`src/rtl/avst_adapt_pkg.sv`:
```
// Shared types and constants for the Avalon-ST channel adapter.
package avst_adapt_pkg;

    localparam int unsigned DROP_CNT_W = 16;

    typedef enum logic [1:0] {
        IDLE = 2'd0,
        PASS = 2'd1,
        DROP = 2'd2
    } pkt_state_e;

endpackage

```
`src/rtl/avst_skid_buffer.sv`:
```
// Two-entry skid buffer: registered output slot plus one skid slot.
// in_ready_o is a register meaning "skid slot empty"; no path from out_ready_i to in_ready_o.
module avst_skid_buffer #(
    parameter int unsigned W = 8
) (
    input  logic         clk,
    input  logic         reset,
    input  logic         in_valid_i,
    output logic         in_ready_o,
    input  logic [W-1:0] in_data_i,
    output logic         out_valid_o,
    input  logic         out_ready_i,
    output logic [W-1:0] out_data_o
);

    logic         out_valid_q, out_valid_d;
    logic         skid_valid_q, skid_valid_d;
    logic         in_ready_q;
    logic [W-1:0] out_data_q, out_data_d;
    logic [W-1:0] skid_data_q, skid_data_d;
    logic         push_c;

    assign push_c = in_valid_i & in_ready_q;

    // Output slot refills from the skid slot first; a push into a stalled output lands in the skid slot.
    always_comb begin
        out_valid_d  = out_valid_q;
        out_data_d   = out_data_q;
        skid_valid_d = skid_valid_q;
        skid_data_d  = skid_data_q;
        if (out_ready_i || !out_valid_q) begin
            if (skid_valid_q) begin
                out_valid_d  = 1'b1;
                out_data_d   = skid_data_q;
                skid_valid_d = 1'b0;
            end else begin
                out_valid_d = push_c;
                if (push_c) begin
                    out_data_d = in_data_i;
                end
            end
        end else if (push_c) begin
            skid_valid_d = 1'b1;
            skid_data_d  = in_data_i;
        end
    end

    always_ff @(posedge clk) begin
        if (reset) begin
            out_valid_q  <= 1'b0;
            skid_valid_q <= 1'b0;
            in_ready_q   <= 1'b0;
            out_data_q   <= '0;
            skid_data_q  <= '0;
        end else begin
            out_valid_q  <= out_valid_d;
            skid_valid_q <= skid_valid_d;
            in_ready_q   <= ~skid_valid_d;
            out_data_q   <= out_data_d;
            skid_data_q  <= skid_data_d;
        end
    end

    assign in_ready_o  = in_ready_q;
    assign out_valid_o = out_valid_q;
    assign out_data_o  = out_data_q;

endmodule

```
`src/rtl/avst_channel_adapter.sv`:
```
// Avalon-ST channel adapter: forwards packets on channels <= MAX_CHANNEL, drops the rest.
// Define AVST_CHAN_ADAPT_STATS_EN to build the saturating drop_count register; otherwise it reads 0.
module avst_channel_adapter
    import avst_adapt_pkg::*;
#(
    parameter int unsigned DATA_W        = 8,
    parameter int unsigned IN_CHANNEL_W  = 8,
    parameter int unsigned OUT_CHANNEL_W = 1,
    parameter int unsigned MAX_CHANNEL   = 0
) (
    input  logic                     clk,
    input  logic                     reset,
    output logic                     in_ready,
    input  logic                     in_valid,
    input  logic [DATA_W-1:0]        in_data,
    input  logic [IN_CHANNEL_W-1:0]  in_channel,
    input  logic                     in_startofpacket,
    input  logic                     in_endofpacket,
    input  logic                     out_ready,
    output logic                     out_valid,
    output logic [DATA_W-1:0]        out_data,
    output logic [OUT_CHANNEL_W-1:0] out_channel,
    output logic                     out_startofpacket,
    output logic                     out_endofpacket,
    output logic [DROP_CNT_W-1:0]    drop_count
);

    localparam int unsigned PAYLOAD_W = DATA_W + OUT_CHANNEL_W + 2;

    pkt_state_e               state_q, state_d;
    logic [OUT_CHANNEL_W-1:0] chan_q, chan_c;
    logic                     accept_c, start_c, chan_ok_c, fwd_c;
    logic [PAYLOAD_W-1:0]     skid_in_c, skid_out_c;

    assign accept_c = in_valid & in_ready;

    always_ff @(posedge clk) begin
        if (reset) begin
            state_q <= IDLE;
        end else begin
            state_q <= state_d;
        end
    end

    // An SOP always restarts packet evaluation, even if the previous packet never saw its EOP.
    always_comb begin
        state_d = state_q;
        if (accept_c) begin
            if (in_endofpacket) begin
                state_d = IDLE;
            end else if (start_c) begin
                state_d = chan_ok_c ? PASS : DROP;
            end
        end
    end

    always_comb begin
        start_c   = (state_q == IDLE) || in_startofpacket;
        chan_ok_c = 32'(in_channel) <= MAX_CHANNEL;
        fwd_c     = start_c ? chan_ok_c : (state_q == PASS);
        chan_c    = start_c ? in_channel[OUT_CHANNEL_W-1:0] : chan_q;
    end

    always_ff @(posedge clk) begin
        if (reset) begin
            chan_q <= '0;
        end else if (accept_c && start_c) begin
            chan_q <= in_channel[OUT_CHANNEL_W-1:0];
        end
    end

    assign skid_in_c = {in_data, chan_c, in_startofpacket, in_endofpacket};

    avst_skid_buffer #(
        .W (PAYLOAD_W)
    ) u_skid (
        .clk         (clk),
        .reset       (reset),
        .in_valid_i  (in_valid & fwd_c),
        .in_ready_o  (in_ready),
        .in_data_i   (skid_in_c),
        .out_valid_o (out_valid),
        .out_ready_i (out_ready),
        .out_data_o  (skid_out_c)
    );

    assign {out_data, out_channel, out_startofpacket, out_endofpacket} = skid_out_c;

`ifdef AVST_CHAN_ADAPT_STATS_EN
    logic                  drop_pkt_c;
    logic [DROP_CNT_W-1:0] drop_cnt_q;

    assign drop_pkt_c = accept_c & start_c & ~chan_ok_c;

    always_ff @(posedge clk) begin
        if (reset) begin
            drop_cnt_q <= '0;
        end else if (drop_pkt_c && (drop_cnt_q != '1)) begin
            drop_cnt_q <= drop_cnt_q + DROP_CNT_W'(1);
        end
    end

    assign drop_count = drop_cnt_q;
`else
    assign drop_count = '0;
`endif

endmodule

```
`config.mk`:
```
export PLATFORM = sky130hd
export DESIGN_NAME = avst_channel_adapter
export DESIGN_NICKNAME = d
export VERILOG_FILES = /design/src/rtl/avst_adapt_pkg.sv /design/src/rtl/avst_skid_buffer.sv /design/src/rtl/avst_channel_adapter.sv
export SDC_FILE = /design/constraint.sdc
export NUM_CORES = 1
export LEC_CHECK = 0
export CAP_MARGIN = 10
export CORE_MARGIN = 1.5
export CORE_UTILIZATION = 44
export CTS_CLUSTER_DIAMETER = 80
export CTS_CLUSTER_SIZE = 16
export DETAILED_ROUTE_END_ITERATION = 12
export PLACE_DENSITY = 0.77
export SLEW_MARGIN = 20
export SYNTH_ARGS = -nofsm -noshare
export SYNTH_HDL_FRONTEND = slang
export SYNTH_SLANG_ARGS = --single-unit
export TNS_END_PERCENT = 1
```
`constraint.sdc`:
```
create_clock -name clk -period 1.5 [get_ports clk]
set_input_delay 0.3 -clock clk [delete_from_list [all_inputs] [get_ports clk]]
set_output_delay 0.3 -clock clk [all_outputs]
set_load 0.03 [all_outputs]
```
**After elaboration in Yosys (flattened, before gate mapping)**

Index checks and enable logic that the tools add are counted.

- Logic and storage cells: 34
- Bits in registers: 28

- $lt $le $gt $ge: 1
- Bitwise logic cells: 5
- Equality and inequality tests: 1
- Reduce and logical (&&, ||, !) cells: 10
- Muxes and demuxes: 10

Operators with widths:

| cell | count |
|---|---|
| $mux 11 | 2 |
| $le 8x1->1 const B | 1 |
| $mux 2 | 3 |
| $reduce_and 2->1 | 3 |
| $mux 1 | 5 |
| $reduce_bool 2->1 | 2 |
| $and 1x1->1 | 3 |
| $eq 2x1->1 const B | 1 |
| $logic_not 2->1 | 1 |
| $logic_or 1x1->1 | 2 |
| $not 1->1 | 2 |
| $logic_and 1x1->1 | 1 |
| $logic_not 1->1 | 1 |

**Logic depth before layout (Yosys ltp)**

Gate-level depths: netlist (run 1).

- Word-level depth: 8
- Mapped depth: 6
- Gate-level depth less buffers: 4

**Modules after synthesis**

A second synthesis (run 1) with hierarchy kept.

- Cell total of the unflattened synthesis: 151
- Area, all modules: 1392.6 sq um

By module, submodules not included:

| module | cells each | times used | area each (sq um) |
|---|---|---|---|
| avst_skid_buffer | 111 | 1 | 1054.8 |
| avst_channel_adapter | 40 | 1 | 337.8 |

**Worst setup path before layout (run 1)**

Ideal clock, no wire load.

- Path type: register to register
- Start point: reg u_skid.out_valid_q (netlist: u_skid.out_valid_o)
- End point: reg u_skid.skid_data_q[1]
- Arrival time: 1.449 ns
- Cell stages (with the launch flop): 7
- Clock period less this slack: 1.582 ns
- Setup slack: -0.082 ns
- Data required time: 1.366 ns
- Library setup time: 0.134 ns
- Buffers on the path: 2
- Path through: dfxtp_1 nand2b_1 buf_2 or3_1 clkbuf_2 o21ai_0 a21oi_1

- Word-level cells in the longest chain between the ends: 4

Ends and longest elaborated chain:

| what | line | RTL |
|---|---|---|
| from (decl) | avst_skid_buffer.sv:16 | `logic out_valid_q, out_valid_d;` |
| from (signal assigned) | avst_skid_buffer.sv:56 | `out_valid_q <= out_valid_d;` |
| $logic_not 1->1 | avst_skid_buffer.sv:31 | `if (out_ready_i \|\| !out_valid_q) begin` |
| $logic_or 1x1->1 | avst_skid_buffer.sv:31 |  |
| $not 1->1 (no source line) | n/a |  |
| $reduce_and 2->1 (no source line) | n/a |  |
| to (signal assigned) | avst_skid_buffer.sv:60 | `skid_data_q <= skid_data_d;` |
| to (decl) | avst_skid_buffer.sv:20 | `logic [W-1:0] skid_data_q, skid_data_d;` |

No other way between the ends.
A chain may end at the register's enable or synchronous reset.

**Final worst setup path (run 1)**

- Start point: in in_channel[7]
- End point: reg u_skid.out_data_q[9] (netlist: u_skid.out_data_o[9])

- Word-level cells in the longest chain between the ends: 6

Ends and longest elaborated chain:

| what | line | RTL |
|---|---|---|
| from (decl) | avst_channel_adapter.sv:16 | `input logic [IN_CHANNEL_W-1:0] in_channel,` |
| $le 8x1->1 | avst_channel_adapter.sv:59 | `chan_ok_c = 32'(in_channel) <= MAX_CHANNEL;` |
| $mux 1 | avst_channel_adapter.sv:60 | `fwd_c = start_c ? chan_ok_c : (state_q == PASS);` |
| $and 1x1->1 | avst_channel_adapter.sv:79 | `.in_valid_i (in_valid & fwd_c),` |
| $and 1x1->1 | avst_skid_buffer.sv:23 | `assign push_c = in_valid_i & in_ready_q;` |
| $reduce_bool 2->1 (no source line) | n/a |  |
| $reduce_and 2->1 (no source line) | n/a |  |
| to (signal assigned) | avst_skid_buffer.sv:59 | `out_data_q <= out_data_d;` |
| to (decl) | avst_skid_buffer.sv:19 | `logic [W-1:0] out_data_q, out_data_d;` |

No other way between the ends.

==> flow_results.org, run 1 <==
** Routing
- The count of nets left with antenna violations once routing finished came out at 0.
- The first TritonRoute pass finished after 4 iterations.
- After the first detailed-routing iteration, the DRC count stood at 69.
- Routed vias :: 1365
- Avg Vias per Cell :: 5.46
- Routed wirelength normalized by instance count :: 15.5 microns
- DRC :: 0
- After detailed routing, the total wire length is 3880 microns.

** Floorplan
- In this run the count of I/O pins placed on the die edge is 51.
- The die is 60.3 microns tall.
- The initial utilization of the core area, before any placement, comes to 46.9%.
- Core area :: 3080 sq um
- Width of the die :: 60.3 microns
- The die covers 3630 sq um.
- The floorplan has 20 rows.

** STA
- Clock tree skew after final layout :: 0.00477 ns
- Fin. max-slew vios :: 0
- Derived from the worst setup path, the maximum achievable clock frequency is 0.662 GHz.
- The worst path uses 101% of the clock period.
- Final setup fails :: 1
- The final count of hold timing violations was 0.
- Post-route minimum period :: 1.51 ns
- Setup repair after global routing could not meet its margin everywhere.
- Worst path setup slack after routing :: -0.0104 ns

** Pwr
- VDD sags by at most 492 uV.
- Power spread over the standard cell area amounts to 721 nW/um^2.
- Static leakage :: 0.819 nW
- Post-layout power :: 1.46 mW

** Worst setup path
- Critical path, cell by cell :: clkdlybuf4s50_1, nor4_4, buf_4, a211o_4, a31oi_1, a311oi_2
- CP Max Fanout :: 5
- For the worst setup path, the data required time is 1.72 ns.
- STA classifies the critical path endpoint as a flop.
- The largest single stage delay on the critical path is 0.51 ns.
- Startpoint class of the critical path :: primary input
- Critical path's top delay family :: compound AO/OA/AOI/OAI gates
- Critical path type :: primary input to flop
- Sum of buffers and inverters on the critical path :: 2
- For the worst setup path, the data arrival time is 1.73 ns.
- The slowest stage of the critical path is the clkdlybuf4s50_1 cell.

** Logic synthesis
- The netlist uses 33 different library cells.
- Synthesized instance count :: 161
- Of the synthesized area, sequential elements account for 38.8%.
- Dominant register cell in the synthesized netlist :: dfxtp_1
- After synthesis, the share of flip-flops with an asynchronous set or reset is 0%.
- Counting flops and latches in the post-synthesis netlist gives 28.
- The synthesized design contains 0 enable-type register cells.
- During synthesis, Yosys emitted a total of 0 warnings.
- Dividing the synthesized area by the synthesized cell count gives 8.97 sq um.
- Summing every instance area after synthesis gives 1440 sq um.

** Placement
- Final weighted congestion in routability-driven placement :: 0.805
- DPL Wire Length :: 2500 microns
- After detailed placement, the total cell area comes to 1820 sq um.
- Number of placed instances with taps included :: 239
- Buffers placed on the I/O ports in this run total 34.

** Finish
- After the flow finishes, the layout carries non-filler instances totaling 250.
- Relative to the synthesized area, the layout overhead comes to 40.3%.
- Summing all non-filler instances in the final layout gives an area of 2030 sq um.
- At the end of the flow, the number of nets in the layout was 229.
- Fraction of layout cells with a size suffix above 1 :: 23.3%
- Diode count :: 0

** Global route
- The first global-routing pass estimated 5440 microns of wire.
- Via count of the first global-routing pass :: 1218
- Most used routing layer in global routing :: met2
- Number of antenna violations at the first check in global routing :: 0
- For this run, global-route usage on met2 was measured as 33.7%.
- Global routing used 20.1% of the available tracks.
- Entering global routing, the biggest net connects 21 pins.
- Met3 Usage GRT :: 2.60%
- After global routing the overflow that remains totals 0.
- Global routing consumed, on the met1 layer, 25.6% of the routing resources.

** Clock tree
- Worst-skew pair later-pin latency :: 0.33 ns
- Clock buffer count from CTS :: 3
- Clock sinks :: 28
- Clock-pin slew reported for the worst setup and hold paths after clock tree synthesis :: 0.15 ns
- For this design, the CTS-stage hold fixing added 0 buffers.
- H-tree depth :: 1
- Root cell of the clock tree :: clkbuf_4
- CTS tree :: built
- The longest clock path from root to sink contains 2 buffers.

** Worst hold path
- Class of the tightest hold or removal check :: primary input to flop

** Status
- Violated checks :: negative setup slack
- The flow ran to the end, but the final reports show violations.

** Flow run
- Across the run, the number of max-cap violations was 0.
## path summary, 6_finish.rpt
check	from	endpoint	slack, ns	cells after the start
hold reg to reg	u_skid.out_data_o[2]$_SDFFE_PP0P_	u_skid.out_data_o[2]$_SDFFE_PP0P_	0.48	2
setup / recovery	in_channel[7]	u_skid.out_data_o[9]$_SDFFE_PP0P_	-0.01	6
hold / removal	in_channel[0]	chan_q$_SDFFE_PP0P_	0.41	4
setup reg to reg	state_q[1]$_SDFFE_PP0P_	u_skid.out_data_o[6]$_SDFFE_PP0P_	0.05	6
## Yosys cell counts, types with 2 or more instances
library cell | n | area share [%]
dfxtp_1 | 28 | 39
buf_4 | 16 | 8.3
a311oi_1 | 9 | 5.5
nor2_1 | 6 | 1.6
inv_1 | 2 | 0.52
nor3_1 | 2 | 0.69
clkbuf_1 | 5 | 1.3
buf_2 | 8 | 2.8
a21o_1 | 2 | 1.0
nand3_1 | 12 | 4.2
nor2b_1 | 2 | 0.87
mux2i_1 | 12 | 8.3
nor4_4 | 2 | 2.9
a31oi_1 | 10 | 4.3
or3_1 | 2 | 0.87
o21bai_1 | 2 | 1.0
a21oi_1 | 14 | 4.9
nand2_1 | 3 | 0.78
o21ai_0 | 10 | 3.5
## repair_timing
action	CTS	global route
pin swaps	1	8
gates cloned	0	2
gates resized for setup	15	28
endpoints found under the setup margin	27	25
setup buffers	0	5
## flip-flops by register name, indices dropped and copies added (netlist names)
signal and count:
u_skid.skid_valid_q 1, u_skid.in_ready_o 1, chan_q 1, u_skid.out_data_o 11, u_skid.out_valid_o 1, u_skid.skid_data_q 11
state_q 2
## cell type report
type / instances / area (sq um)
Fill cell: 243 / 1050
Multi-Input combinational cell: 117 / 848
Sequential cell: 28 / 563
Timing Repair Buffer: 55 / 499
Tap cell: 44 / 55.1
Clock inverter: 1 / 30.0
Clock buffer: 3 / 22.5
Inverter: 2 / 7.51
## metal layers
metal  up-vias  share of wire [%]
met4         0                1.9
met5         -                  0
met2        48                 51
met3         6                4.0
met1       651                 43
li1        660                  -
## metrics by stage
| stage | utilization (%) | hold WS (ns) | TNS, ns | worst slack (ns) |
|---|---|---|---|---|
| 3_3_place_gp | 59.2 | 0.451 | -8.84 | -0.401 |
| 5_1_grt | 65.8 | 0.431 | -0.234 | -0.0737 |
| 3_5_place_dp | 59.2 | 0.463 | -10.00 | -0.469 |
| 2_1_floorplan | - | 0.443 | 0 | 0.0189 |
| 6_report | 65.8 | 0.406 | -0.0104 | -0.0104 |
| 4_1_cts | 60.6 | 0.487 | -0.345 | -0.0743 |
## tightest hold or removal path, cell delays in order
cell,delay (ns)
dlymetal6s2s_1,0.15
buf_4,0.14
mux2i_1,0.05
nor2_1,0.07
## power by group
| group | switching, mW | internal [mW] |
|---|---|---|
| clock network | 0.222 | 0.270 |
| registers | 0.00256 | 0.749 |
| logic | 0.129 | 0.0892 |
## kinds of logic (layout without fill, tap and decap cells)
kind of cell / Yosys count / after routing / share of synthesized area (%)
mux: 13 / 13 / 9.10
flops: 28 / 28 / 38.8
other cells: 1 / 16 / 0.260
simple gates: 32 / 32 / 13.2
compound gates: 54 / 56 / 24.6
buf+inv: 33 / 61 / 14.0
## placed cells by master (no fill, tap or decap), drive strengths merged
master,synthesis,final
dlygate4sd2,0,13
nand2b,1,1
a21o,2,3
clkbuf,6,3
o21bai,2,2
a21oi,14,14
nor3,2,2
a31oi,10,10
a211o,1,2
nand3,12,12
nor2b,2,2
o21a,1,1
nor4,2,2
nor2,6,6
mux2i,12,12
buf,25,21
a311oi,10,10
o31ai,1,1
bufinv,0,1
nand2,3,3
dfxtp,28,28
inv,2,2
dlymetal6s2s,0,4
or3,2,2
o2bb2ai,1,1
conb,1,16
and2,1,1
nand4,1,1
a2bb2o,1,1
clkdlybuf4s50,0,17
o21ai,11,11
mux2,1,1
Note: power is estimated with default switching activity, not from simulation.
==> run 2: changes to the inputs <==
TNS_END_PERCENT = default   (was 1)
==> flow_results.org, run 2 (synthesis gave the netlist of run 1 again) <==
** Worst setup path
- Worst setup EP type :: flop
- Critical path type :: primary input to flop
- Sum of buffers and inverters on the critical path :: 2 (unchanged)
- The delay of the slowest cell on the worst path came to 0.51 ns (about the same).
- For this design, the slowest cell found on the critical path is clkdlybuf4s50_1.
- The required time reported for the critical path endpoint is 1.76 ns (+0.04 ns).
- Traced cell by cell, the critical path runs through clkdlybuf4s50_1, nor4_4, buf_4, a21o_4, a21o_4, a311oi_2.
- Most frequent cell on the critical path :: a21o_4
- CP Data Arrival Time :: 1.74 ns (about the same)
- CP Max Fanout :: 10 (+5)
- Among cell families on the critical path, the largest total delay comes from compound AO/OA/AOI/OAI gates.
- Startpoint class of the critical path :: primary input

** Routing
- The number of nets still failing antenna checks after routing is 0 (unchanged).
- The routed wire length per instance is 14.9 microns (-3.8%).
- Avg Vias per Cell :: 5.43 (-0.47%)
- DRC :: 0 (unchanged)
- The final wirelength is 3740 microns (-3.5%).
- The first-iteration detailed-routing DRC count is 56 (-19%).
- Routed vias :: 1364 (-0.073%)
- The detailed-routing iteration count for the pre-antenna-repair pass is 4 (unchanged).

** Global route
- Pin count of the biggest net entering global routing :: 21 (unchanged)
- Number of antenna violations at the first check in global routing :: 0 (unchanged)
- Via count of the first global-routing pass :: 1271 (+4.4%)
- The first-pass GRT wire length is 5640 microns (+3.7%).
- GR Util met1 :: 25.5% (-0.13 points)
- The met2 capacity usage during global routing was 35.2% (+1.6 points).
- The final global-route overflow total was 0 (unchanged).
- The met3 usage was 2.81% (+0.22 points).
- The global routing stage identified its most utilized layer as met2.
- Global routing usage summed across all routing layers :: 20.7% (+0.67 points)

** Pwr
- The share of power burned in registers is 51.3% (about the same).
- Part of the power in combinational logic :: 14.7% (-0.2 points)
- The total net switching power is 0.358 mW (+1.6%).
- Power per unit of standard cell area :: 712 nW/um^2 (-1.4%)
- The total power was 1.47 mW (+0.27%).
- Cell-internal power :: 1.11 mW (-0.14%)
- Peak ir drop on the vdd network :: 496 uV (+0.89%)
- The clock network power share is 34.0% (+0.3 points).
- The leakage power was 0.867 nW (+5.9%).
- Switching portion of total power :: 24.5% (+0.31 points)

** Finish
- Post-layout net count :: 230 (+0.44%)
- The number of filler instances in the final layout is 230 (-5.3%).
- Compared with the post-synthesis result, the final layout area differs by 42.6%.
- Post-route standard cell area excluding fillers :: 2060 sq um (+1.7%)
- Fraction of layout cells with a size suffix above 1 :: 25.6% (+2.3 points)
- Most common library cell in the layout ignoring fill and taps :: dfxtp_1
- Highest-count cells in the layout ignoring fill and taps :: dfxtp_1, buf_4, conb_1, a21oi_1, dlygate4sd2_1
- The total inserted antenna cells was 0 (unchanged).

** Status
- The run finished with clean final reports.

** Placement
- The half-perimeter wire length after placement came to 2500 microns (unchanged).
- Final weighted congestion in routability-driven placement :: 0.805 (unchanged)
- Port Buf Inserts :: 34 (unchanged)
- The post-placement cell area came to 1820 sq um (unchanged).

** Clock tree
- The count of H-tree levels built during CTS came to 1 (unchanged).
- The cts-stage hold buffer count came to 0 (unchanged).
- The sink count of the clock tree was 28 (unchanged).
- CTS tree :: built
- The insertion delay of the later-clocked pin in the worst-skew pair was 0.33 ns (about the same).
- The CTS buffer count is 3 (unchanged).
- Clock Path Buffers :: 2 (unchanged)
- The clock transition at the registers of the reported paths is 0.15 ns (about the same).
- Root cell of the clock tree :: clkbuf_4

** Flow run
- The reported max-cap violation count is 0 (unchanged).

** Floorplan
- The initial core utilization came to 46.9% (unchanged).
- Height of the chip :: 60.3 microns (unchanged)
- The placeable core region came to 3080 sq um (unchanged).
- The number of rows created at floorplan came to 20 (unchanged).
- Width of the die :: 60.3 microns (unchanged)
- Number of top-level pins :: 51 (unchanged)
- The area of the die was 3630 sq um (unchanged).

** STA
- The largest clock skew in the final design came to 0.00903 ns (+0.00426 ns).
- The final count of hold timing violations is 0 (unchanged).
- Final setup fails :: 0 (-1)
- The count of final max-slew check failures came to 0 (unchanged).
- Post-route minimum period :: 1.48 ns (-0.0277 ns)
- The share of the cycle needed by the critical path after routing came to 98.9% (-1.8 points).
- The maximum operating frequency came to 0.674 GHz (+1.9%).

** Worst hold path
- In this run the worst hold path is classified as primary input to flop.
run 2: cell types whose count changed in the layout (fill, tap and decap cells not counted), sizes merged:
cell	delta
dlymetal6s2s	+5
buf	+2
a21o	-1
clkdlybuf4s50	-5
run 2: worst paths after layout:
check	from	endpoint	slack (ns)	depth (start not counted)
min reg2reg	u_skid.out_data_o[2]$_SDFFE_PP0P_	u_skid.out_data_o[2]$_SDFFE_PP0P_	0.48	2
min	in_channel[0]	chan_q$_SDFFE_PP0P_	0.40	4
max reg2reg	state_q[1]$_SDFFE_PP0P_	u_skid.out_data_o[9]$_SDFFE_PP0P_	0.04	6
max	in_channel[3]	u_skid.out_data_o[9]$_SDFFE_PP0P_	0.02	6
run 2: per-stage QoR:
| stage | hold slack [ns] | cells | setup slack, ns | setup TNS [ns] | util [%] |
|---|---|---|---|---|---|
| 6_report | 0.403 | 251 | 0.0172 | 0 | 66.9 |
| 5_1_grt | 0.432 | 251 | -0.00545 | -0.00745 | 66.9 |
| 4_1_cts | 0.487 | 249 | -0.0163 | -0.0677 | 62.4 |
| 3_5_place_dp | 0.463 | 239 | -0.469 | -10.00 | 59.2 |
| 3_3_place_gp | 0.451 | 239 | -0.401 | -8.84 | 59.2 |
| 2_1_floorplan | 0.443 | 176 | 0.0189 | 0 | - |
run 2: area by class of cell:
cell class	instances	area (sq um)	area share, %
multi-input cells	116	860	41.7
flip-flops and latches	28	564	27.4
repair buffers	57	520	25.3
well taps	44	55.1	2.67
clock inverters	1	30.0	1.46
clock buffers	3	22.5	1.09
inverters	2	7.51	0.365
run 2: worst min-delay path, stage by stage:
cell and delay, ns:
dlymetal6s2s_1 0.15, buf_4 0.14, mux2i_1 0.05, nor2_1 0.07
run 2: layer usage:
| metal | up-vias | part of all wire, % |
|---|---|---|
| met5 | - | 0 |
| li1 | 658 | - |
| met4 | 0 | 1.4 |
| met2 | 44 | 51 |
| met3 | 4 | 4.3 |
| met1 | 658 | 43 |
run 2: timing repair:
item	in CTS	in global routing
resized for setup	17	35
pin swaps	3	12
endpoints found under the setup margin	27	26
gates cloned	1	1
setup buffers	5	1
run 2: power groups by stage:
stage / logic (mW) / clock network (mW) / registers (mW)
after floorplan: 0.131 / 0 / 0.771
after global placement: 0.198 / 0 / 0.767
after detailed placement: 0.200 / 0 / 0.768
after CTS: 0.207 / 0.499 / 0.751
after global routing: 0.228 / 0.533 / 0.753
final: 0.216 / 0.498 / 0.752
